===== config.mk =====
export PLATFORM = sky130hd
export DESIGN_NAME = tdm_input_flat
export DESIGN_NICKNAME = d
export VERILOG_FILES = /design/src/rtl/tdm_input_if.sv /design/src/rtl/tdm_input.sv /design/src/flat_wrapper.sv
export SDC_FILE = /design/constraint.sdc
export NUM_CORES = 1
export LEC_CHECK = 0
export ABC_CLOCK_PERIOD_IN_PS = 2710
export CORE_ASPECT_RATIO = 1.4
export CORE_MARGIN = 2
export CORE_UTILIZATION = 30
export DETAILED_ROUTE_END_ITERATION = 16
export PLACE_DENSITY_LB_ADDON = 0.05
export RECOVER_POWER = 25
export SYNTH_ARGS = -nofsm -noshare
export SYNTH_HDL_FRONTEND = slang
export SYNTH_SLANG_ARGS = --single-unit

===== constraint.sdc =====
create_clock -name mclk -period 2.71 [get_ports mclk]
set_clock_uncertainty 0.2 [all_clocks]
set_input_delay 0.813 -clock mclk [delete_from_list [all_inputs] [get_ports mclk]]
set_output_delay 0.813 -clock mclk [all_outputs]
set_load 0.02 [all_outputs]

===== src/rtl/tdm_input_if.sv =====
// Bus between the TDM deserializer and its surroundings: shared frame counter and serial
// input in, one parallel word pair per frame out.
interface tdm_input_if;
    logic [7:0]  cnt256_n;
    logic        tdm_in;
    logic [15:0] ch1_out;
    logic [15:0] ch2_out;
    logic        frame_valid;
    logic        pad_err;

    modport master (
        output cnt256_n, tdm_in,
        input  ch1_out, ch2_out, frame_valid, pad_err
    );

    modport slave (
        input  cnt256_n, tdm_in,
        output ch1_out, ch2_out, frame_valid, pad_err
    );
endinterface


===== src/rtl/tdm_input.sv =====
// Receive-side TDM deserializer: 64-bit frames (ch1, pad, ch2, pad) at mclk/4, MSB first,
// delivered as one word pair per frame with a one-cycle strobe and a pad-error flag.
module tdm_input #(
    parameter int SAMPLE_PHASE = 2,  // legal when SAMPLE_PHASE-SYNC_STAGES is 1..3
    parameter int SYNC_STAGES  = 0,
    parameter int CHECK_PAD    = 1
) (
    input  logic        mclk,
    input  logic        rst_n,
    tdm_input_if.slave  bus
);

    logic        w_din;
    logic [5:0]  w_bit;
    logic        w_sample;
    logic        w_boundary;

    logic [15:0] r_sh1;
    logic [15:0] r_sh2;
    logic [15:0] r_ch1;
    logic [15:0] r_ch2;
    logic        r_padacc;
    logic        r_armed;
    logic        r_valid;
    logic        r_pad_err;

    generate
        if (SYNC_STAGES == 0) begin : g_nosync
            assign w_din = bus.tdm_in;
        end else begin : g_sync
            logic [SYNC_STAGES-1:0] r_sync;

            // NOTE: reset is synchronous, so it lives inside the clocked branch and the
            // sensitivity list carries only the clock.
            always_ff @(posedge mclk) begin
                if (!rst_n) begin
                    r_sync <= '0;
                end else begin
                    r_sync[0] <= bus.tdm_in;
                    for (int i = 1; i < SYNC_STAGES; i++) begin
                        r_sync[i] <= r_sync[i-1];
                    end
                end
            end

            assign w_din = r_sync[SYNC_STAGES-1];
        end
    endgenerate

    assign w_bit      = bus.cnt256_n[7:2];
    assign w_sample   = (bus.cnt256_n[1:0] == 2'(SAMPLE_PHASE));
    assign w_boundary = (bus.cnt256_n == 8'd0);

    always_ff @(posedge mclk) begin
        if (!rst_n) begin
            r_sh1     <= '0;
            r_sh2     <= '0;
            r_ch1     <= '0;
            r_ch2     <= '0;
            r_padacc  <= 1'b0;
            r_armed   <= 1'b0;
            r_valid   <= 1'b0;
            r_pad_err <= 1'b0;
        end else begin
            r_valid <= 1'b0;

            // Slot map by bit index: 0-15 ch1, 32-47 ch2, everything else is pad.
            if (w_sample) begin
                if (w_bit[5:4] == 2'b00) begin
                    r_sh1 <= {r_sh1[14:0], w_din};
                end else if (w_bit[5:4] == 2'b10) begin
                    r_sh2 <= {r_sh2[14:0], w_din};
                end else if (CHECK_PAD != 0) begin
                    r_padacc <= r_padacc | w_din;
                end
            end

            // NOTE: with non-blocking assignments the last one in program order wins, so
            // the boundary clear of r_padacc below takes priority over any pad update above.
            if (w_boundary) begin
                if (r_armed) begin
                    r_ch1     <= r_sh1;
                    r_ch2     <= r_sh2;
                    r_pad_err <= r_padacc;
                    r_valid   <= 1'b1;
                end
                r_padacc <= 1'b0;
                r_armed  <= 1'b1;
            end
        end
    end

    assign bus.ch1_out     = r_ch1;
    assign bus.ch2_out     = r_ch2;
    assign bus.frame_valid = r_valid;
    assign bus.pad_err     = r_pad_err;

endmodule


===== src/flat_wrapper.sv =====
// flat-port wrapper written by rule: the top's interface ports become plain ports
module tdm_input_flat 
#(
    parameter int SAMPLE_PHASE = 2,                                                
    parameter int SYNC_STAGES  = 0,
    parameter int CHECK_PAD    = 1
)
  (mclk, rst_n, bus_cnt256_n, bus_tdm_in, bus_ch1_out, bus_ch2_out, bus_frame_valid, bus_pad_err);
  tdm_input_if bus_i ();
  input  logic mclk;
  input  logic rst_n;
  input wire logic [$bits(bus_i.cnt256_n)-1:0] bus_cnt256_n;
  input wire logic [$bits(bus_i.tdm_in)-1:0] bus_tdm_in;
  output wire logic [$bits(bus_i.ch1_out)-1:0] bus_ch1_out;
  output wire logic [$bits(bus_i.ch2_out)-1:0] bus_ch2_out;
  output wire logic [$bits(bus_i.frame_valid)-1:0] bus_frame_valid;
  output wire logic [$bits(bus_i.pad_err)-1:0] bus_pad_err;
  assign bus_i.cnt256_n = bus_cnt256_n;
  assign bus_i.tdm_in = bus_tdm_in;
  assign bus_ch1_out = bus_i.ch1_out;
  assign bus_ch2_out = bus_i.ch2_out;
  assign bus_frame_valid = bus_i.frame_valid;
  assign bus_pad_err = bus_i.pad_err;
  tdm_input #(.SAMPLE_PHASE(SAMPLE_PHASE), .SYNC_STAGES(SYNC_STAGES), .CHECK_PAD(CHECK_PAD)) u_core (.mclk(mclk), .rst_n(rst_n), .bus(bus_i));
endmodule

==> impl_metrics.py, run 1 <==
metrics = {
    "run_status": {
        "status": "completed",
    },
    "worst_hold_path": {
        "min_path_cells": 2,
        "hold_end": "u_core.bus.ch2_out[6]",
        "worst_hold_path_type": "reg2reg",
        "min_from": "u_core.bus.ch2_out[6]",
    },
    "pwr": {
        "irDropWorstVdd_v": 0.000427,
        "power_mw": 2.32,
        "power_density_nw_per_um2": 655,
        "p_leak_nw": 1.16,
    },
    "job": {
        "drv_cap": 0,
    },
    "route": {
        "drt-total-wl_um": 5440,
        "vias": 2061,
        "routedWlPerCell_um": 12.0,
        "first_iter_violations": 103,
        "routed_via_density": 4.54,
        "dr.pass1.iters": 4,
        "antenna_left": 0,
        "drc": 0,
    },
    "timing": {
        "hold_viol": 0,
        "setup_viol": 0,
        "worst_hold_slack_ns": 0.250,
        "worst_slew_pin_slew_ns": 0.399,
        "rsz0062_at_grt": "false",
        "maxSlewViolCount": 0,
        "layout_setup_ws_ns": 0.208,
        "slew_headroom": 0.734,
        "fin_crit_ns": 2.50,
        "min_period_over_period": 0.923,
        "max_freq_mhz": 400,
    },
    "setup_path": {
        "r2r_end": "u_core.bus.ch1_out[11]",
        "rrSetupSlack_ns": 1.27,
        "path_cells": "clkdlybuf4s50_1 > or4_1 > nor3_4 > buf_4 > mux2i_1",
        "r2r_cells": 4,
        "cp_max_fo": 11,
        "start_kind": "input pin",
        "cp.arrival_ns": 2.55,
        "cp_top_family": "simple AND/OR/NAND/NOR gates",
        "cp-end-kind": "flip-flop",
        "worst-path-buf-inv": 2,
        "r2r-start": "u_core.r_armed",
        "critPathKind": "in2reg",
        "crit_slowest_cell": "or4_1",
        "cp_data_required_time_ns": 2.76,
        "cpPeakStageDelay_ns": 0.59,
    },
    "place": {
        "dp_hpwl_um": 3490,
        "place.gp.congestion": 0.629,
        "io_buffers": 44,
        "place_ws_ns": -0.143,
        "placedInstanceArea_um2": 3230,
        "dpl.cell_count": 438,
    },
    "global_routing": {
        "grt_max_degree": 102,
        "grt_pass1_vias": 1908,
        "antenna_found_initial": 0,
        "grt_pass1_wl_um": 9220,
        "grtUsageTotal": 0.123,
        "overflow": 0,
    },
    "floorplan": {
        "initial_core_util": 0.309,
        "num_rows": 40,
        "die_h_um": 115,
        "die_w_um": 83.3,
        "coreArea_um2": 8560,
        "pin_count": 45,
        "die-area_um2": 9590,
    },
    "final_layout": {
        "stdcell_count": 454,
        "nets": 355,
        "area_delta_synth_final_pct": 34.0,
        "drive_gt1_frac": 0.0917,
        "mostFrequentLayoutCells": "nand2_1, dfxtp_1, clkdlybuf4s50_1, mux2i_1, a21boi_0",
        "final_common_cell": "nand2_1",
        "antenna_cells": 0,
        "final_area_um2": 3540,
    },
    "clock_network": {
        "clock_sinks": 68,
        "max-clock-path-buffers": 2,
        "hold_buffers": 0,
        "cts_made_buffers": 9,
        "cts_resized": 0,
        "cts_tree": "yes",
        "cts-root-buf": "clkbuf_16",
        "h-tree-depth": 3,
        "clk_pin_slew_ns": 0.06,
        "clk_latency_ns": 0.33,
        "cts_setup_buffers": 0,
    },
    "yosys": {
        "syn_nets": 309,
        "yosys_warnings": 0,
        "synth_area_um2": 2640,
        "ys_ff_latch": 68,
        "seq_area_frac_synth": 0.515,
        "yosysUniqueCellTypes": 22,
        "synthCells": 298,
        "avgSynthCellArea_um2": 8.87,
    },
}
==> synthesized netlist by cell type <==
master / number / share of area
nand2_1: 130 / 0.18
dfxtp_1: 68 / 0.51
mux2i_1: 33 / 0.12
a21boi_0: 25 / 0.071
clkbuf_1: 16 / 0.023
a21boi_1: 7 / 0.020
buf_6: 3 / 0.013
nor2_1: 2 / 0.0028
and3_1: 1 / 0.0024
and4b_1: 1 / 0.0038
buf_1: 1 / 0.0014
buf_2: 1 / 0.0019
inv_1: 1 / 0.0014
nand4bb_1: 1 / 0.0043
nor3_4: 1 / 0.0062
nor4b_2: 1 / 0.0057
nor4bb_1: 1 / 0.0038
o21a_1: 1 / 0.0028
o21ai_0: 1 / 0.0019
or4_1: 1 / 0.0028
or4_4: 1 / 0.0043
or4b_2: 1 / 0.0038
==> layer usage <==
layer,vias up,track usage,share of wire,wire [µm]
met3,11,0.0352,0.036,196
met2,34,0.190,0.48,2600
met1,956,0.152,0.46,2510
met4,0,0.0754,0.026,140
li1,1060,-,-,-
met5,-,0,0,0
==> report_power, final <==
group,switching [mW],total (mW),internal [mW]
Sequential,0.000789,1.00,1.00
Combinational,0.0374,0.0667,0.0293
Clock,0.424,1.25,0.828
==> cells by family (layout without fill, tap and decap cells) <==
| kind of cell | Yosys count | after routing | share of synthesized area |
|---|---|---|---|
| AND/OR/NAND/NOR | 141 | 141 | 0.224 |
| flip-flops | 68 | 68 | 0.515 |
| AO/OA/AOI/OAI | 34 | 34 | 0.0956 |
| multiplexers | 33 | 33 | 0.125 |
| buffers and inverters | 22 | 73 | 0.0402 |
==> state kept, by name (all words and copies together) (netlist names) <==
register and cells:
u_core.r_armed 1, u_core.bus.frame_valid 1, u_core.r_padacc 1, u_core.bus.pad_err 1, u_core.bus.ch2_out 16, u_core.r_sh1 16, u_core.r_sh2 16, u_core.bus.ch1_out 16
==> layout make-up <==
| type | instances | area [µm²] |
|---|---|---|
| repair buffers | 56 | 544 |
| clock inverters | 6 | 87.6 |
| clock buffers | 10 | 239 |
| multi-input cells | 208 | 1180 |
| inverters | 1 | 3.75 |
| well taps | 105 | 131 |
| flip-flops and latches | 68 | 1360 |
| fillers | 868 | 5010 |
==> worst max path at each step <==
stage / depth (start not counted) / startpoint / endpoint / slack (ns)
global route: 5 / bus_cnt256_n[3] / u_core.bus.ch1_out[11] / 0.11
finish: 5 / bus_cnt256_n[3] / u_core.bus.ch1_out[11] / 0.21
floorplan: 4 / bus_cnt256_n[3] / u_core.bus.ch1_out[0] / 0.32
CTS: 5 / bus_cnt256_n[3] / u_core.bus.ch1_out[11] / 0.18
global placement: 5 / bus_cnt256_n[3] / u_core.bus.ch2_out[4] / -0.11
detailed placement: 5 / bus_cnt256_n[3] / u_core.bus.ch1_out[8] / -0.14
==> worst reg2reg max path: stages (launching register included) <==
cell	delay, ns
dfxtp_1	0.34
inv_1	0.08
nor3_4	0.26
buf_4	0.28
mux2i_1	0.21
==> through the flow <==
step | TNS, ns | util
after global routing | 0 | 0.414
after global placement | -2.24 | 0.377
after detailed placement | -3.02 | 0.377
after CTS | 0 | 0.415
after floorplan | 0 | -
final | 0 | 0.414
(Power assumes the default switching activity.)
==> run 2: changes to the inputs <==
CORE_MARGIN = 8   (was 2)
SLEW_MARGIN = 20   (was not set)
==> run 2 against run 1 <==
  * Sequential power barely moved
  * Maximum frequency decreased by 0.75%
  * First-iteration DRC count fell by 41%
  * Worst setup slack got worse by 0.019 ns
  * Clock power is 13% lower
  * Critical path type unchanged
  * Die area up 26%
  * Combinational power decreased by 0.7%
  * Critical endpoint is now u_core.bus.ch1_out[8]
==> impl_metrics.py, run 2 (synthesis gave the netlist of run 1 again) <==
metrics = {
    "route": {
        "vias": 1999,
        "first_iter_violations": 61,
        "antenna_left": 0,
        "drt-total-wl_um": 5690,
        "routedWlPerCell_um": 12.5,
        "dr.pass1.iters": 4,
        "routed_via_density": 4.40,
        "drc": 0,
    },
    "floorplan": {
        "coreArea_um2": 8560,
        "initial_core_util": 0.309,
        "die_w_um": 95.3,
        "die_h_um": 127,
        "num_rows": 40,
        "die-area_um2": 12100,
        "pin_count": 45,
    },
    "setup_path": {
        "path_cells": "clkdlybuf4s50_1 > or4_1 > nor3_4 > buf_4 > mux2i_1",
        "cpPeakStageDelay_ns": 0.61,
        "cp_top_family": "simple AND/OR/NAND/NOR gates",
        "rrSetupSlack_ns": 1.34,
        "crit_slowest_cell": "or4_1",
        "critPathKind": "in2reg",
        "worst-path-buf-inv": 2,
        "cp-end-kind": "flip-flop",
        "cp_data_required_time_ns": 2.76,
        "start_kind": "input pin",
        "cp_max_fo": 12,
        "cp.arrival_ns": 2.57,
    },
    "job": {
        "drv_cap": 0,
    },
    "place": {
        "dp_hpwl_um": 3640,
        "io_buffers": 44,
        "dpl.cell_count": 438,
        "place_ws_ns": -0.133,
        "place.gp.congestion": 0.660,
    },
    "clock_network": {
        "clock_sinks": 68,
        "clk_pin_slew_ns": 0.05,
        "cts_made_buffers": 9,
        "cts_resized": 0,
        "h-tree-depth": 3,
        "cts_tree": "yes",
        "cts-root-buf": "clkbuf_16",
        "max-clock-path-buffers": 2,
        "clk_latency_ns": 0.32,
        "hold_buffers": 0,
        "cts_setup_buffers": 0,
    },
    "final_layout": {
        "antenna_cells": 0,
        "area_delta_synth_final_pct": 31.8,
        "fillers": 891,
        "nets": 355,
        "multi_input_area_um2": 1170,
        "fin_util": 0.407,
        "drive_gt1_frac": 0.0802,
        "final_common_cell": "nand2_1",
        "stdcell_count": 454,
        "mostFrequentLayoutCells": "nand2_1, dfxtp_1, clkdlybuf4s50_1, mux2i_1, a21boi_0",
        "regArea_um2": 1360,
    },
    "timing": {
        "min_period_over_period": 0.930,
        "maxSlewViolCount": 0,
        "fin_crit_ns": 2.52,
        "setup_viol": 0,
        "rsz0062_at_grt": "false",
        "worst_slew_pin_slew_ns": 0.379,
        "max_freq_mhz": 397,
        "layout_setup_ws_ns": 0.189,
        "slew_headroom": 0.747,
        "hold_viol": 0,
    },
    "global_routing": {
        "grt_pass1_wl_um": 9430,
        "antenna_found_initial": 0,
        "overflow": 0,
        "grt_max_degree": 102,
        "grt_pass1_vias": 1920,
        "grtUsageTotal": 0.100,
    },
    "run_status": {
        "status": "completed",
    },
    "pwr": {
        "p_leak_nw": 1.15,
        "power_density_nw_per_um2": 620,
        "irDropWorstVdd_v": 0.000304,
        "power_mw": 2.16,
    },
    "worst_hold_path": {
        "worst_hold_path_type": "reg2reg",
    },
}
-- run 2: per-layer routing --
| layer | vias up | wire length (µm) | global-route usage |
|---|---|---|---|
| li1 | 1062 | - | - |
| met1 | 899 | 2620 | 0.118 |
| met2 | 32 | 2710 | 0.153 |
| met3 | 6 | 268 | 0.0387 |
| met4 | 0 | 95 | 0.0526 |
| met5 | - | 0 | 0 |
-- run 2: area by class of cell --
cell class	instances	share of cell area
Clock inverter	1	0.00144
Sequential cell	68	0.391
Timing Repair Buffer	56	0.153
Clock buffer	15	0.0797
Tap cell	105	0.0377
Multi-Input combinational cell	208	0.337
Inverter	1	0.00108
-- run 2: metrics by stage --
stage          TNS (ns)  area, µm²  hold WS, ns
5_1_grt               0       3480        0.261
2_1_floorplan         0       2640        0.235
4_1_cts               0       3500        0.258
6_report              0       3480        0.249
3_5_place_dp      -3.47       3220        0.246
3_3_place_gp      -2.73       3220        0.243
-- run 2: worst register-to-register path, delay by kind of cell (launching register included) --
kind / cells / cell delay [ns]
buffers and inverters: 2 / 0.35
flip-flops: 1 / 0.33
multiplexers: 1 / 0.22
AND/OR/NAND/NOR: 1 / 0.21
-- run 2: path summary, 6_finish.rpt --
path                         start               endpoint  cells past startpoint
max reg2reg         u_core.r_armed  u_core.bus.ch1_out[8]                      4
min reg2reg  u_core.bus.ch1_out[1]  u_core.bus.ch1_out[1]                      2
min          u_core.bus.ch1_out[1]  u_core.bus.ch1_out[1]                      2
max                bus_cnt256_n[0]  u_core.bus.ch1_out[8]                      5
-- run 2: where the power goes --
part           internal, mW  switching [mW]  leakage [nW]  total (mW)
combinational        0.0289          0.0373         0.458      0.0662
clock                 0.694           0.399         0.140        1.09
sequential             1.00        0.000780         0.548        1.00
